## src/rtl/post_norm_round_pipe_if.sv

```systemverilog
// Handshake and payload bundle for the post-normalisation round stage.
// The master side is the upstream normaliser that also consumes results;
// the slave side is the rounding pipeline itself.
interface post_norm_round_pipe_if #(
   parameter int IN_W   = 50,
   parameter int MANT_W = 23,
   parameter int EXP_W  = 8,
   parameter int LP_W   = $clog2(IN_W)
);
   logic              in_valid;
   logic              in_ready;
   logic              in_sign;
   logic [EXP_W:0]    in_exp;
   logic [IN_W-1:0]   in_mant;
   logic [LP_W-1:0]   in_lead_pos;
   logic [1:0]        in_rmode;

   logic              out_valid;
   logic              out_ready;
   logic              out_sign;
   logic [EXP_W-1:0]  out_exp;
   logic [MANT_W-1:0] out_mant;
   logic              out_inexact;
   logic              out_overflow;
   logic              out_underflow;

   modport master (
      output in_valid, in_sign, in_exp, in_mant, in_lead_pos, in_rmode, out_ready,
      input  in_ready, out_valid, out_sign, out_exp, out_mant,
             out_inexact, out_overflow, out_underflow
   );

   modport slave (
      input  in_valid, in_sign, in_exp, in_mant, in_lead_pos, in_rmode, out_ready,
      output in_ready, out_valid, out_sign, out_exp, out_mant,
             out_inexact, out_overflow, out_underflow
   );
endinterface

```

## src/rtl/post_norm_round_pipe.sv

```systemverilog
// Two-stage post-normalisation and rounding pipeline.
// Stage 1 left-justifies the mantissa (or stops at the denormal boundary)
// and extracts fraction/guard/sticky; stage 2 rounds, detects overflow and
// packs the result with its IEEE flags. Valid/ready on both sides.
module post_norm_round_pipe #(
   parameter int IN_W   = 50,
   parameter int MANT_W = 23,
   parameter int EXP_W  = 8,
   parameter int LP_W   = $clog2(IN_W)
) (
   input  logic                  clk,
   input  logic                  rst,
   post_norm_round_pipe_if.slave io_bus
);

   // Working width wide enough for both the exponent and the shift distance.
   localparam int CW = ((EXP_W + 1 > LP_W) ? EXP_W + 1 : LP_W) + 1;

   localparam logic [1:0] RM_RNE = 2'd0;
   localparam logic [1:0] RM_RUP = 2'd2;
   localparam logic [1:0] RM_RDN = 2'd3;

   logic              r_s1Valid;
   logic              r_s1Sign;
   logic [1:0]        r_s1Rmode;
   logic [EXP_W:0]    r_s1Exp;
   logic [MANT_W-1:0] r_s1Frac;
   logic              r_s1Guard;
   logic              r_s1Sticky;
   logic              r_s1Zero;
   logic              r_s1Big;

   logic              r_s2Valid;
   logic              r_outSign;
   logic [EXP_W-1:0]  r_outExp;
   logic [MANT_W-1:0] r_outMant;
   logic              r_outInexact;
   logic              r_outOverflow;
   logic              r_outUnderflow;

   logic              w_s2Advance;
   logic              w_inReady;

   logic [CW-1:0]     w_e;
   logic [CW-1:0]     w_d;
   logic [CW-1:0]     w_sh;
   logic [CW-1:0]     w_preExp;
   logic [IN_W-1:0]   w_m;

   logic              w_inc;
   logic              w_lost;
   logic              w_ovf;
   logic              w_toInf;
   logic [MANT_W:0]   w_sum;
   logic [EXP_W+1:0]  w_expR;
   logic [EXP_W-1:0]  w_packExp;
   logic [MANT_W-1:0] w_packMant;
   logic              w_packInexact;
   logic              w_packOverflow;
   logic              w_packUnderflow;

   // S2 takes a new beat when empty or when its current beat is leaving;
   // S1 moves in lock-step with S2, so a full pipe still streams one per cycle.
   assign w_s2Advance = !r_s2Valid | io_bus.out_ready;
   assign w_inReady   = !r_s1Valid | w_s2Advance;

   assign io_bus.in_ready      = w_inReady;
   assign io_bus.out_valid     = r_s2Valid;
   assign io_bus.out_sign      = r_outSign;
   assign io_bus.out_exp       = r_outExp;
   assign io_bus.out_mant      = r_outMant;
   assign io_bus.out_inexact   = r_outInexact;
   assign io_bus.out_overflow  = r_outOverflow;
   assign io_bus.out_underflow = r_outUnderflow;

   // Normalising shift: shift the leading one to the hidden position unless
   // that would push the exponent below 1, in which case stop at denormal.
   always_comb begin
      w_e = (io_bus.in_exp == '0) ? CW'(1) : CW'(io_bus.in_exp);
      w_d = CW'(IN_W - 1) - CW'(io_bus.in_lead_pos);
      if (w_e > w_d) begin
         w_sh     = w_d;
         w_preExp = w_e - w_d;
      end else begin
         w_sh     = w_e - CW'(1);
         w_preExp = '0;
      end
      w_m = io_bus.in_mant << w_sh;
   end

   // Stage 1 register: capture the shifted fraction, guard and sticky bits.
   always_ff @(posedge clk or posedge rst) begin
      if (rst) begin
         r_s1Valid  <= 1'b0;
         r_s1Sign   <= 1'b0;
         r_s1Rmode  <= 2'd0;
         r_s1Exp    <= '0;
         r_s1Frac   <= '0;
         r_s1Guard  <= 1'b0;
         r_s1Sticky <= 1'b0;
         r_s1Zero   <= 1'b0;
         r_s1Big    <= 1'b0;
      end else if (w_inReady) begin
         r_s1Valid <= io_bus.in_valid;
         if (io_bus.in_valid) begin
            r_s1Sign   <= io_bus.in_sign;
            r_s1Rmode  <= io_bus.in_rmode;
            r_s1Exp    <= w_preExp[EXP_W:0];
            r_s1Frac   <= w_m[IN_W-2 -: MANT_W];
            r_s1Guard  <= w_m[IN_W-2-MANT_W];
            r_s1Sticky <= |w_m[IN_W-3-MANT_W:0];
            r_s1Zero   <= (io_bus.in_mant == '0);
            r_s1Big    <= io_bus.in_exp[EXP_W];
         end
      end
   end

   // Rounding, overflow saturation and result packing for stage 2.
   always_comb begin
      w_lost = r_s1Guard | r_s1Sticky;
      case (r_s1Rmode)
         RM_RNE:  w_inc = r_s1Guard & (r_s1Sticky | r_s1Frac[0]);
         RM_RUP:  w_inc = !r_s1Sign & w_lost;
         RM_RDN:  w_inc = r_s1Sign & w_lost;
         default: w_inc = 1'b0;
      endcase
      w_sum   = {1'b0, r_s1Frac} + (MANT_W+1)'(w_inc);
      w_expR  = (EXP_W+2)'(r_s1Exp) + (EXP_W+2)'(w_sum[MANT_W]);
      w_ovf   = r_s1Big | (w_expR >= {2'b00, {EXP_W{1'b1}}});
      w_toInf = (r_s1Rmode == RM_RNE) | ((r_s1Rmode == RM_RUP) & !r_s1Sign) |
                ((r_s1Rmode == RM_RDN) & r_s1Sign);

      w_packExp       = w_expR[EXP_W-1:0];
      w_packMant      = w_sum[MANT_W-1:0];
      w_packInexact   = w_lost | w_ovf;
      w_packOverflow  = w_ovf;
      w_packUnderflow = (w_expR == '0) & w_lost;

      if (r_s1Zero) begin
         w_packExp       = '0;
         w_packMant      = '0;
         w_packInexact   = 1'b0;
         w_packOverflow  = 1'b0;
         w_packUnderflow = 1'b0;
      end else if (w_ovf) begin
         w_packExp       = w_toInf ? {EXP_W{1'b1}} : {{(EXP_W-1){1'b1}}, 1'b0};
         w_packMant      = w_toInf ? '0 : {MANT_W{1'b1}};
         w_packUnderflow = 1'b0;
      end
   end

   // Stage 2 register: holds the packed result steady while downstream stalls.
   always_ff @(posedge clk or posedge rst) begin
      if (rst) begin
         r_s2Valid      <= 1'b0;
         r_outSign      <= 1'b0;
         r_outExp       <= '0;
         r_outMant      <= '0;
         r_outInexact   <= 1'b0;
         r_outOverflow  <= 1'b0;
         r_outUnderflow <= 1'b0;
      end else if (w_s2Advance) begin
         r_s2Valid <= r_s1Valid;
         if (r_s1Valid) begin
            r_outSign      <= r_s1Sign;
            r_outExp       <= w_packExp;
            r_outMant      <= w_packMant;
            r_outInexact   <= w_packInexact;
            r_outOverflow  <= w_packOverflow;
            r_outUnderflow <= w_packUnderflow;
         end
      end
   end

endmodule
```

## src/flat_wrapper.sv

```systemverilog
// flat-port wrapper written by rule: the top's interface ports become plain ports
module post_norm_round_pipe_flat 
#(
   parameter int IN_W   = 50,
   parameter int MANT_W = 23,
   parameter int EXP_W  = 8,
   parameter int LP_W   = $clog2(IN_W)
)
  (clk, rst, io_bus_in_valid, io_bus_in_sign, io_bus_in_exp, io_bus_in_mant, io_bus_in_lead_pos, io_bus_in_rmode, io_bus_out_ready, io_bus_in_ready, io_bus_out_valid, io_bus_out_sign, io_bus_out_exp, io_bus_out_mant, io_bus_out_inexact, io_bus_out_overflow, io_bus_out_underflow);
  post_norm_round_pipe_if #(.IN_W(IN_W), .MANT_W(MANT_W), .EXP_W(EXP_W), .LP_W(LP_W)) io_bus_i ();
  input  logic clk;
  input  logic rst;
  input wire logic [$bits(io_bus_i.in_valid)-1:0] io_bus_in_valid;
  input wire logic [$bits(io_bus_i.in_sign)-1:0] io_bus_in_sign;
  input wire logic [$bits(io_bus_i.in_exp)-1:0] io_bus_in_exp;
  input wire logic [$bits(io_bus_i.in_mant)-1:0] io_bus_in_mant;
  input wire logic [$bits(io_bus_i.in_lead_pos)-1:0] io_bus_in_lead_pos;
  input wire logic [$bits(io_bus_i.in_rmode)-1:0] io_bus_in_rmode;
  input wire logic [$bits(io_bus_i.out_ready)-1:0] io_bus_out_ready;
  output wire logic [$bits(io_bus_i.in_ready)-1:0] io_bus_in_ready;
  output wire logic [$bits(io_bus_i.out_valid)-1:0] io_bus_out_valid;
  output wire logic [$bits(io_bus_i.out_sign)-1:0] io_bus_out_sign;
  output wire logic [$bits(io_bus_i.out_exp)-1:0] io_bus_out_exp;
  output wire logic [$bits(io_bus_i.out_mant)-1:0] io_bus_out_mant;
  output wire logic [$bits(io_bus_i.out_inexact)-1:0] io_bus_out_inexact;
  output wire logic [$bits(io_bus_i.out_overflow)-1:0] io_bus_out_overflow;
  output wire logic [$bits(io_bus_i.out_underflow)-1:0] io_bus_out_underflow;
  assign io_bus_i.in_valid = io_bus_in_valid;
  assign io_bus_i.in_sign = io_bus_in_sign;
  assign io_bus_i.in_exp = io_bus_in_exp;
  assign io_bus_i.in_mant = io_bus_in_mant;
  assign io_bus_i.in_lead_pos = io_bus_in_lead_pos;
  assign io_bus_i.in_rmode = io_bus_in_rmode;
  assign io_bus_i.out_ready = io_bus_out_ready;
  assign io_bus_in_ready = io_bus_i.in_ready;
  assign io_bus_out_valid = io_bus_i.out_valid;
  assign io_bus_out_sign = io_bus_i.out_sign;
  assign io_bus_out_exp = io_bus_i.out_exp;
  assign io_bus_out_mant = io_bus_i.out_mant;
  assign io_bus_out_inexact = io_bus_i.out_inexact;
  assign io_bus_out_overflow = io_bus_i.out_overflow;
  assign io_bus_out_underflow = io_bus_i.out_underflow;
  post_norm_round_pipe #(.IN_W(IN_W), .MANT_W(MANT_W), .EXP_W(EXP_W), .LP_W(LP_W)) u_core (.clk(clk), .rst(rst), .io_bus(io_bus_i));
endmodule
```

## config.mk

```make
export PLATFORM = sky130hd
export DESIGN_NAME = post_norm_round_pipe_flat
export DESIGN_NICKNAME = d
export VERILOG_FILES = /design/src/rtl/post_norm_round_pipe_if.sv /design/src/rtl/post_norm_round_pipe.sv /design/src/flat_wrapper.sv
export SDC_FILE = /design/constraint.sdc
export NUM_CORES = 1
export LEC_CHECK = 0
export CAP_MARGIN = 20
export CORE_MARGIN = 10
export CORE_UTILIZATION = 44
export DETAILED_ROUTE_END_ITERATION = 8
export PLACE_DENSITY = 0.67
export SYNTH_ARGS = -nofsm -noshare
export SYNTH_HDL_FRONTEND = slang
export SYNTH_SLANG_ARGS = --single-unit
```

## constraint.sdc

```tcl
create_clock -name clk -period 5.35 [get_ports clk]
set_input_delay 1.3375 -clock clk [delete_from_list [all_inputs] [get_ports clk]]
set_output_delay 1.3375 -clock clk [all_outputs]
set_load 0.01 [all_outputs]
```

After elaboration in Yosys (flattened, before gate mapping)
Index checks and enable logic that the tools add are counted.

operators by class
  add/subtract/negate cells = 5
  magnitude comparators = 2
  bitwise logic cells = 14
  equal/unequal tests = 2
  reductions and logical operators = 10
  shift operators = 1
  muxes and demuxes = 14

operator list
  operator                 number
  $mux W23                 3
  $logic_not A50 Y1        1
  $shl A50 B10 Y49         1
  $reduce_or A25 Y1        1
  $add A23 B1 Y24          1
  $mux W9                  2
  $mux W8                  2
  $add A9 B1 Y10           1
  $ge A10 B8 Y1 const B    1
  $gt A9 B10 Y1            1
  $logic_not A10 Y1        1
  $mux W10                 1
  $sub A10 B1 Y10 const B  1
  $logic_not A9 Y1         1
  $sub A9 B9 Y9            1
  $or A1 B1 Y1             8
  $sub A6 B6 Y7 const A    1
  $and A1 B1 Y1            6
  $mux W1                  5
  $eq A2 B2 Y1 const B     2
  $reduce_and A2 Y1        2
  $logic_not A1 Y1         3
  $pmux W1 S3              1
  $logic_not A2 Y1         1

word-level totals
  output and inout bits = 37
  bits in registers = 76
  bits of input ports = 72
  logic and storage cells = 64

Depth between registers and ports, before layout
Gate-level depths: netlist of run 1.

  depth after elaboration = 9
  depth in mapped cells = 22
  mapped depth without buffers = 19

Least setup slack after synthesis of run 1
Ideal clock, no wire load.

  kind = in2reg
  start = input io_bus_in_exp[2]
  end = register u_core.r_s1Sticky
  data arrival time = 5.275 ns
  stages = 18
  data required time = 5.216 ns
  slack = -0.059 ns
  path buffers = 2
  setup time = 0.134 ns
  cell sequence = buf_6 > or4_4 > nor2_1 > a31oi_1 > ha_1 > inv_1 > fa_1 > a21oi_1 > o211a_4 > a2111oi_2 > a21o_1 > buf_6 > mux4_2 > and3_1 > a221oi_2 > or3b_1 > nor4_2 > o211ai_1

on the way
  longest elaborated chain between the ends = 6
  elaborated cells on any way between the ends = 7
  those cells by class = add/sub (1); order compare (1); shift (1); mux (2); reduce/logical (2)

ends and longest elaborated chain
  item                                                     line                                                    text
  start: declaration                                       flat_wrapper.sv:15                                      input wire logic [$bits(io_bus_i.in_exp)-1:0] io_bus_in_exp;
  $logic_not A9 Y1                                         post_norm_round_pipe.sv:79                              w_e = (io_bus.in_exp == '0) ? CW'(1) : CW'(io_bus.in_exp);
  $mux W9 *                                                post_norm_round_pipe.sv:79
  $sub A10 B1 Y10 / $gt A9 B10 Y1 (equally long branches)  post_norm_round_pipe.sv:85, post_norm_round_pipe.sv:81
  $mux W10 *                                               post_norm_round_pipe.sv:81                              if (w_e > w_d) begin
  $shl A50 B10 Y49 *                                       post_norm_round_pipe.sv:88                              w_m = io_bus.in_mant << w_sh;
  $reduce_or A25 Y1 *                                      post_norm_round_pipe.sv:111                             r_s1Sticky <= |w_m[IN_W-3-MANT_W:0];
  end signal: assignment                                   post_norm_round_pipe.sv:111
  end: declaration                                         post_norm_round_pipe.sv:29                              logic r_s1Sticky;

Every way passes the cells marked *; elsewhere a longest branch is shown, timed or not.
A chain may end at the register's enable or synchronous reset.

Worst setup path in the final report of run 1
  start = input io_bus_in_exp[3]
  end = register u_core.r_s1Sticky

The elaborated chain is that of the path after synthesis.

==> run summary, run 1 <==
Summed over all nets, the half-perimeter wirelength after detailed placement is 22800 um. The clock insertion delay at the later pin of the skew report is 0.33 ns, and the actual transition at the worst max-transition pin is 0.903 ns. The area share of the largest cell type after synthesis works out to 0.253. The logs give 1 for the initial antenna violation count and 8348 for the via count of the first global-routing pass. The utilization after layout was 0.682; the core footprint was 0.0167 mm^2. Commonest register cell after synthesis: dfrtp_1. After the first detailed-routing iteration, the DRC count stood at 841. The die boundary width works out to 151 um.

The logs give 3 for the deepest level of the CTS H-tree and 1.01 for the routability-driven placement congestion ratio. The tools report the die outline area as 0.0227 mm^2. The source of the worst hold timing path is u_core.io_bus.out_exp[1]. Of all nets on the critical path, the largest fanout is 6. The count of flip-flops with a built-in enable after synthesis came out at 0. The average instance in the mapped netlist occupies 8.15 um^2. By instance count, the leading cell after synthesis is nand2_1. The logs give 8592 for the via count of the routed design and 0.245 for the global-route total usage across every layer. Entering global routing, the biggest net connects 46 pins. The final worst-path cycle share works out to 0.977. The critical path goes through clkbuf_2 > or4_4 > nor2_4 > a31oi_4 > ha_2 > inv_2 > fa_2 > a21oi_4 > o211a_4 > a2111oi_4 > a21o_2 > buf_6 > mux4_2 > and3_4 > a221oi_4 > or3b_1 > nor4_2 > o211ai_1.

The internal reg-to-reg setup slack was 0.89 ns; the sum of overflow across all layers after global routing was 0. Yosys printed 0 warnings. For the worst IR drop on VDD, the log shows 0.000213 V.

After clock tree synthesis, the clock-pin slew on the worst setup and hold paths is 0.06 ns. Setup violations remaining at the end of the flow were counted as 0. The worst hold path passes through 2 cells. The run gives 0 as the number of hold violations in the final report. Kind of end point of the critical path: a flip-flop.

The port buffer count was 108. The fraction of synthesis flops using an asynchronous set or reset pin works out to 1.00. 109 I/O pins were placed. The die is 151 um tall. The hold buffer count at CTS was 0.

Yosys attributes the largest share of cell area to dfrtp_1 25%, mux2i_1 9.8%, nand2_1 5.2%. Buffers inserted during clock tree synthesis total 9. The number of nets in the finished design was 1322; the worst path buffer plus inverter count was 3. Synthesis produced 924 cells. For this run, the top clock speed supported by timing is 191 MHz.

The first-pass GRT wire length is 44800 um. On the critical path, the stage with the largest delay is an instance of or4_4. In this run the critical register-to-register path is launched from u_core.r_s1Rmode[0]. The tools report the number of rows created at floorplan as 47.

The worst register-to-register path ends at u_core.io_bus.out_exp[0]. The tree is rooted in a clkbuf_16. The worst hold path belongs to the class reg2reg. STA classifies the critical path startpoint as an input port.

The time the worst path needs with I/O delays and setup works out to 5.23 ns. For the worst setup path, the data required time is 5.55 ns. The tool flagged a number of max-cap violations equal to 0. Class of the most critical setup path: in2reg. The run finished with clean final reports.

After synthesis the netlist holds a flip-flop and latch count of 76. Once layout is complete, the cells apart from fillers number 1457. After synthesis the cells add up to 0.00753 mm^2.

The data arrival time of the critical path was 5.43 ns. The count of pins over their slew limit was 0; the remaining design rule violation count was 0. The number of cells on the worst reg-to-reg path is 21. The area growth from synthesis to layout was 51.2%; the maximum cell stage delay along the critical path was 0.55 ns. Dividing the detail-routed via count by the number of cells gives 5.90. The top cell family by delay on the critical path was simple AND/OR/NAND/NOR gates. For this block, the routed nets add up to 28500 um of wire. Counting along the longest clock path gives a buffer depth of 2. The sequential area share after synthesis was 0.253; the worst-case clock skew was 0.00776 ns. The path with the worst hold slack has its endpoint at u_core.io_bus.out_exp[1]. In the final routed layout, each cell accounts on average for 19.6 um. In this run the static leakage power is 5.11 nW. Clock tree synthesis found a total of 76 sinks.

For the number of cells after detailed placement, the log shows 1409. TritonCTS built the clock tree. The run gives 0.451 as the initial core utilization. The first-pass iteration count of the detailed router came out at 5. 0 antenna diodes ended up in the layout.

Synthesis produced a netlist with a net count of 1014. Post-synthesis cell type with the largest combined area: dfrtp_1. In this run the power density over the cells is 328 mW/mm^2. The tightest slew margin relative to the limit is 0.392, and the fraction of layout cells with a size suffix above 1 is 0.297.

The count of nets left with antenna violations once routing finished came out at 0. The tools report the number of distinct library cells after synthesis as 79. Ranked by instance count, the synthesized netlist is headed by 105 x nand2_1, 76 x dfrtp_1, 74 x mux2i_1, 70 x nor2_1, 59 x a21oi_1.
-- tightest hold or removal path: cells and delay by family (launching register included) --
kind            cells  cell delay, ns
simple gates        1            0.05
compound gates      1            0.05
flops               1            0.33
-- repair_timing --
action                                 CTS  global route
buffers inserted                        18            13
endpoints found under the hold margin    0             0
pin swaps                               19            21
setup endpoints to repair               25            25
cloned                                   1             0
resized for setup                       59            31
-- per-stage QoR --
step / total power, W / area, um^2 / hold WS (ns) / TNS (ns) / setup slack [ns]
floorplan: 0.00190 / 7550 / 0.455 / 0 / 0.0256
global placement: 0.00289 / 10400 / 0.457 / -10.10 / -0.585
detailed placement: 0.00291 / 10400 / 0.465 / -11.90 / -0.625
CTS: 0.00367 / 11200 / 0.477 / -0.0467 / -0.0190
global route: 0.00395 / 11400 / 0.486 / -0.0464 / -0.0408
finish: 0.00374 / 11400 / 0.473 / 0 / 0.121
-- how the worst max path moves through the flow --
stage                     startpoint            endpoint  cells past startpoint
2_1_floorplan       io_bus_in_exp[2]   u_core.r_s1Sticky                     18
3_3_place_gp   io_bus_in_lead_pos[1]   u_core.r_s1Sticky                     22
3_5_place_dp   io_bus_in_lead_pos[1]   u_core.r_s1Sticky                     22
4_1_cts             io_bus_in_exp[4]  u_core.r_s1Frac[6]                     20
5_1_grt             io_bus_in_exp[3]   u_core.r_s1Sticky                     18
6_report            io_bus_in_exp[3]   u_core.r_s1Sticky                     18
-- report_power, final --
group / leakage (nW) / internal (W) / switching [W]
Clock: 0.159 / 0.000418 / 0.000215
Combinational: 3.98 / 0.00115 / 0.00111
Sequential: 0.974 / 0.000724 / 0.000125
Total: 5.11 / 0.00229 / 0.00145
-- state kept, by name (all words and copies together) (netlist names), 2 cells and up --
signal and count:
u_core.io_bus.out_mant 23, u_core.io_bus.out_exp 8, u_core.r_s1Frac 23, u_core.r_s1Rmode 2, u_core.r_s1Exp 9
-- layer usage --
metal  up-vias  global-route usage  wire, um
met4         2              0.0871       872
met1      4088               0.328     12900
met5         -                   0        11
met3        62              0.0409      1860
met2       313               0.388     12900
li1       4127                   -         -
-- layout make-up --
type	count	area [um^2]
Fill cell	1440	5310
Clock inverter	5	75.1
Inverter	17	63.8
Multi-Input combinational cell	764	5660
Clock buffer	11	243
Timing Repair Buffer	364	3170
Sequential cell	76	1900
Tap cell	220	275
-- cell usage in the layout (no fill, tap or decap), drive strengths merged, types with 14 or more instances in the layout --
cell           instances
a211oi                21
a21o                  41
a21oi                 60
a22o                  16
buf                  256
clkdlybuf4s50        101
dfrtp                 76
ha                    17
inv                   17
mux2                  24
mux2i                 74
nand2                105
nand3                 43
nor2                  71
nor3                  14
nor4                  18
o21ai                 45
xnor2                 14
xor2                  25
-- cells by family (layout without fill, tap and decap cells) --
kind of cell | Yosys count | after routing | synth area share
DFF | 76 | 76 | 0.253
AOI/OAI and AO/OA | 312 | 312 | 0.300
buffers and inverters | 84 | 397 | 0.0497
and+or+nand+nor | 296 | 296 | 0.184
adders and majority gates | 18 | 18 | 0.0309
muxes | 99 | 99 | 0.137
xor gates and xnor gates | 39 | 39 | 0.0454
(Power assumes the default switching activity.)
==> run 2, diff against run 1 <==
CORE_ASPECT_RATIO = 0.9   (was default)
GPL_TIMING_DRIVEN = 0   (was default)
RECOVER_POWER = 100   (was default)
==> run 2 against run 1 <==
Against the previous run:
- the run now ends with capacitance limit, slew limit, setup timing left
- critical endpoint unchanged
- sequential power fell by 0.8%
- setup slack got worse by 0.19 ns
- critical path type unchanged
- die area barely moved
- global-route usage is 0.64 points higher
==> run summary, run 2 (synthesized netlist as in run 1, its figures left out) <==
For the remaining design rule violation count, the log shows 0 (unchanged). The critical path starts at io_bus_in_exp[8]. The worst register-to-register path ends at u_core.io_bus.out_mant[13]. The tools report the pin count of the biggest net entering global routing as 58 (+26%). The clock buffer count from CTS was 9 (unchanged). The run gives 22800 um (+0.18%) as the estimated wirelength of the detail-placed design. The static leakage power was 4.31 nW (-16%); the initial core utilization was 0.447 (-0.00359). TritonCTS built the clock tree. The sequential fraction of design power was 0.240 (+0.013). The die span in y works out to 144 um (-4.4%). The root buffer cell is clkbuf_16. The logic gate share of total power is 0.574 (-0.030), and the average detailed-routed wire length per instance is 22.9 um (+17%). The tools report the required time of the worst setup path as 5.55 ns (about the same).

For the DRC violation total after the first TritonRoute iteration, the log shows 947 (+13%). The tools report the worst setup path endpoint as u_core.r_s1Sticky. Relative to the synthesized area, the layout overhead comes to 37.7%. The flow ran to the end, but the final reports show violations. Global-route total usage across every layer: 0.251 (+0.00640). Count of pins over their slew limit: 58 (+58). The top-level I/O count was 109 (unchanged).

Clock insertion delay at the later pin of the skew report: 0.33 ns (about the same). The logs give 76 (unchanged) for the number of clock sinks seen by CTS and 0.467 ns (-0.00552 ns) for the worst-case hold slack. The deepest level of the CTS H-tree is 3 (unchanged), and the antenna diode count is 0 (unchanged).

The run gives 0.00731 ns (-0.000446 ns) as the worst-case clock skew. The actual transition at the worst max-transition pin came out at 2.41 ns (+1.51 ns). Leaving out fill and tap cells, the most frequent cell in the layout is nand2_1. The logs give 8366 (-2.6%) for the via count of the routed design and 185 MHz (-3.4%) for the fmax. The number of cells on the worst reg-to-reg path came out at 20 (-4.8%).

The number of rows created at floorplan was 45 (-4.3%); the clock transition time at the flip-flop clock pins of the worst setup and hold paths was 0.06 ns (about the same). In this run the worst hold path is classified as reg2reg. The fraction of layout cells with a size suffix above 1 is 0.218 (-0.0795). The remaining antenna violation count after routing came out at 0 (unchanged). The run gives 2 (unchanged) as the clock tree buffer depth.

Sum of overflow across all layers after global routing: 0 (unchanged). For the internal reg-to-reg setup slack, the log shows 0.52 ns (-0.37 ns). The die boundary width is 158 um (+4.7%), and the aggregate negative setup slack is -0.0660 ns (-0.0660 ns). The biggest fanout along the worst timing path was 6 (unchanged); the final worst-path setup slack was -0.0660 ns (-0.187 ns).

The worst setup path is captured at a flip-flop. The die outline area came out at 0.0228 mm^2 (about the same). The worst hold path begins at u_core.io_bus.out_mant[6]. The final reports fail on capacitance limit, slew limit, setup timing. The tools report the number of nets in the finished design as 1172 (-11%). The via count of the first global-routing pass was 7947 (-4.8%).

The tools report the launch instance of the worst register-to-register path as u_core.r_s1Rmode[0]. The portion of total power attributed to the clock network was 0.185 (+0.016); the power density over cell area was 337 mW/mm^2 (+2.9%). The worst IR drop on VDD came out at 0.000169 V (-20%).

The tightest slew margin relative to the limit came out at -0.609 (-1.00). The port buffer count was 106 (-1.9%); the initial antenna violation count was 0 (-1). The total wire length came out at 29700 um (+4.1%). The top cell types in the final layout, fill and taps aside, are 102 x nand2_1, 76 x dfrtp_1, 64 x nor2_1. The mean number of vias per cell works out to 6.45 (+9.3%).

The run gives 0.0168 mm^2 (+0.80%) as the core footprint. The total net switching power is 0.00149 W (+2.7%), and the reported max-cap violation count is 1 (+1). The final worst-path cycle share was 1.01 (+0.0349); the first-pass GRT wire length was 45400 um (+1.3%). The run gives 1.05 (+4.1%) as the routability-driven placement congestion ratio. For the data arrival time of the critical path, the log shows 5.61 ns (+0.18 ns). The worst setup path is of the in2reg kind. The hold buffer count at CTS is 0 (unchanged). The setup violation total in the final timing report was 1 (+1); the net switching share of the total power was 0.425 (+0.0373). The tools report the type of element launching the critical path as an input port. For the first-pass iteration count of the detailed router, the log shows 5 (unchanged). Setup repair after global routing could not meet its margin everywhere. The number of hold violations in the final report was 0 (unchanged); the time the worst path needs with I/O delays and setup was 5.42 ns (+0.187 ns). Cell-internal power: 0.00201 W (-12%).
run 2: cell count changes in the layout (fill, tap and decap cells not counted), sizes merged:
cell	delta
clkdlybuf4s50	-44
dlygate4sd2	+2
dlygate4sd3	+38
dlymetal6s4s	+1
clkinvlp	+2
inv	-1
buf	-190
clkbuf	+44
clkinv	-2
run 2: layer usage:
metal,global-route usage,vias to the layer above,share of wire
met5,0,-,0
met4,0.0831,0,0.027
met3,0.0454,59,0.089
met2,0.391,453,0.44
met1,0.343,4014,0.44
li1,-,3840,-
run 2: worst min-delay path by stage:
stage                                             to  slack, ns  cells past startpoint
after floorplan                    u_core.r_s1Exp[0]       0.46                      2
after global placement     u_core.io_bus.out_mant[2]       0.46                      1
after detailed placement  u_core.io_bus.out_mant[11]       0.46                      1
after CTS                 u_core.io_bus.out_mant[12]       0.48                      1
after global routing        u_core.io_bus.out_exp[3]       0.48                      1
final                      u_core.io_bus.out_mant[6]       0.47                      1
run 2: timing repair:
action                                  in CTS  in global routing
pin swaps                                   18                 30
endpoints found under the setup margin      25                 48
buffers inserted                            24                 18
endpoints found under the hold margin        0                  0
resized for setup                          133                 94
run 2: layout make-up:
type,count,area [um^2]
clock buffers,12,246
repair buffers,149,1430
plain buffers,65,393
well taps,211,264
clock inverters,4,72.6
multi-input cells,764,6000
inverters,17,65.1
flip-flops and latches,76,1900
fillers,1535,6460
run 2: worst max-delay path, stage by stage:
cell	delay (ns)
dlygate4sd2_1	0.32
nor2_1	0.13
a31oi_4	0.17
ha_2	0.19
inv_2	0.04
fa_2	0.37
a21oi_4	0.22
o211ai_1	0.13
buf_4	0.17
o211ai_1	0.33
buf_4	0.18
a21o_1	0.13
buf_6	0.14
mux4_2	0.54
and3_4	0.21
a221oi_4	0.21
or3b_1	0.39
nor4_2	0.26
o211ai_1	0.11
run 2: metrics by stage:
step	cell area (um^2)	utilization	std cells	setup slack, ns	power, W
after floorplan	7550	-	924	0.0256	0.00190
after global placement	8880	0.527	1241	-1.59	0.00255
after detailed placement	8910	0.529	1242	-1.60	0.00256
after CTS	9890	0.588	1281	0.00485	0.00339
after global routing	10400	0.616	1298	-0.153	0.00367
final	10400	0.616	1298	-0.0660	0.00350
run 2: power by group through the flow:
| stage | Combinational [W] | Sequential [W] | Clock (W) |
|---|---|---|---|
| 6_report | 0.00201 | 0.000842 | 0.000648 |
| 5_1_grt | 0.00212 | 0.000863 | 0.000680 |
| 4_1_cts | 0.00190 | 0.000846 | 0.000654 |
| 3_5_place_dp | 0.00170 | 0.000856 | 0 |
| 3_3_place_gp | 0.00170 | 0.000851 | 0 |
| 2_1_floorplan | 0.00103 | 0.000870 | 0 |
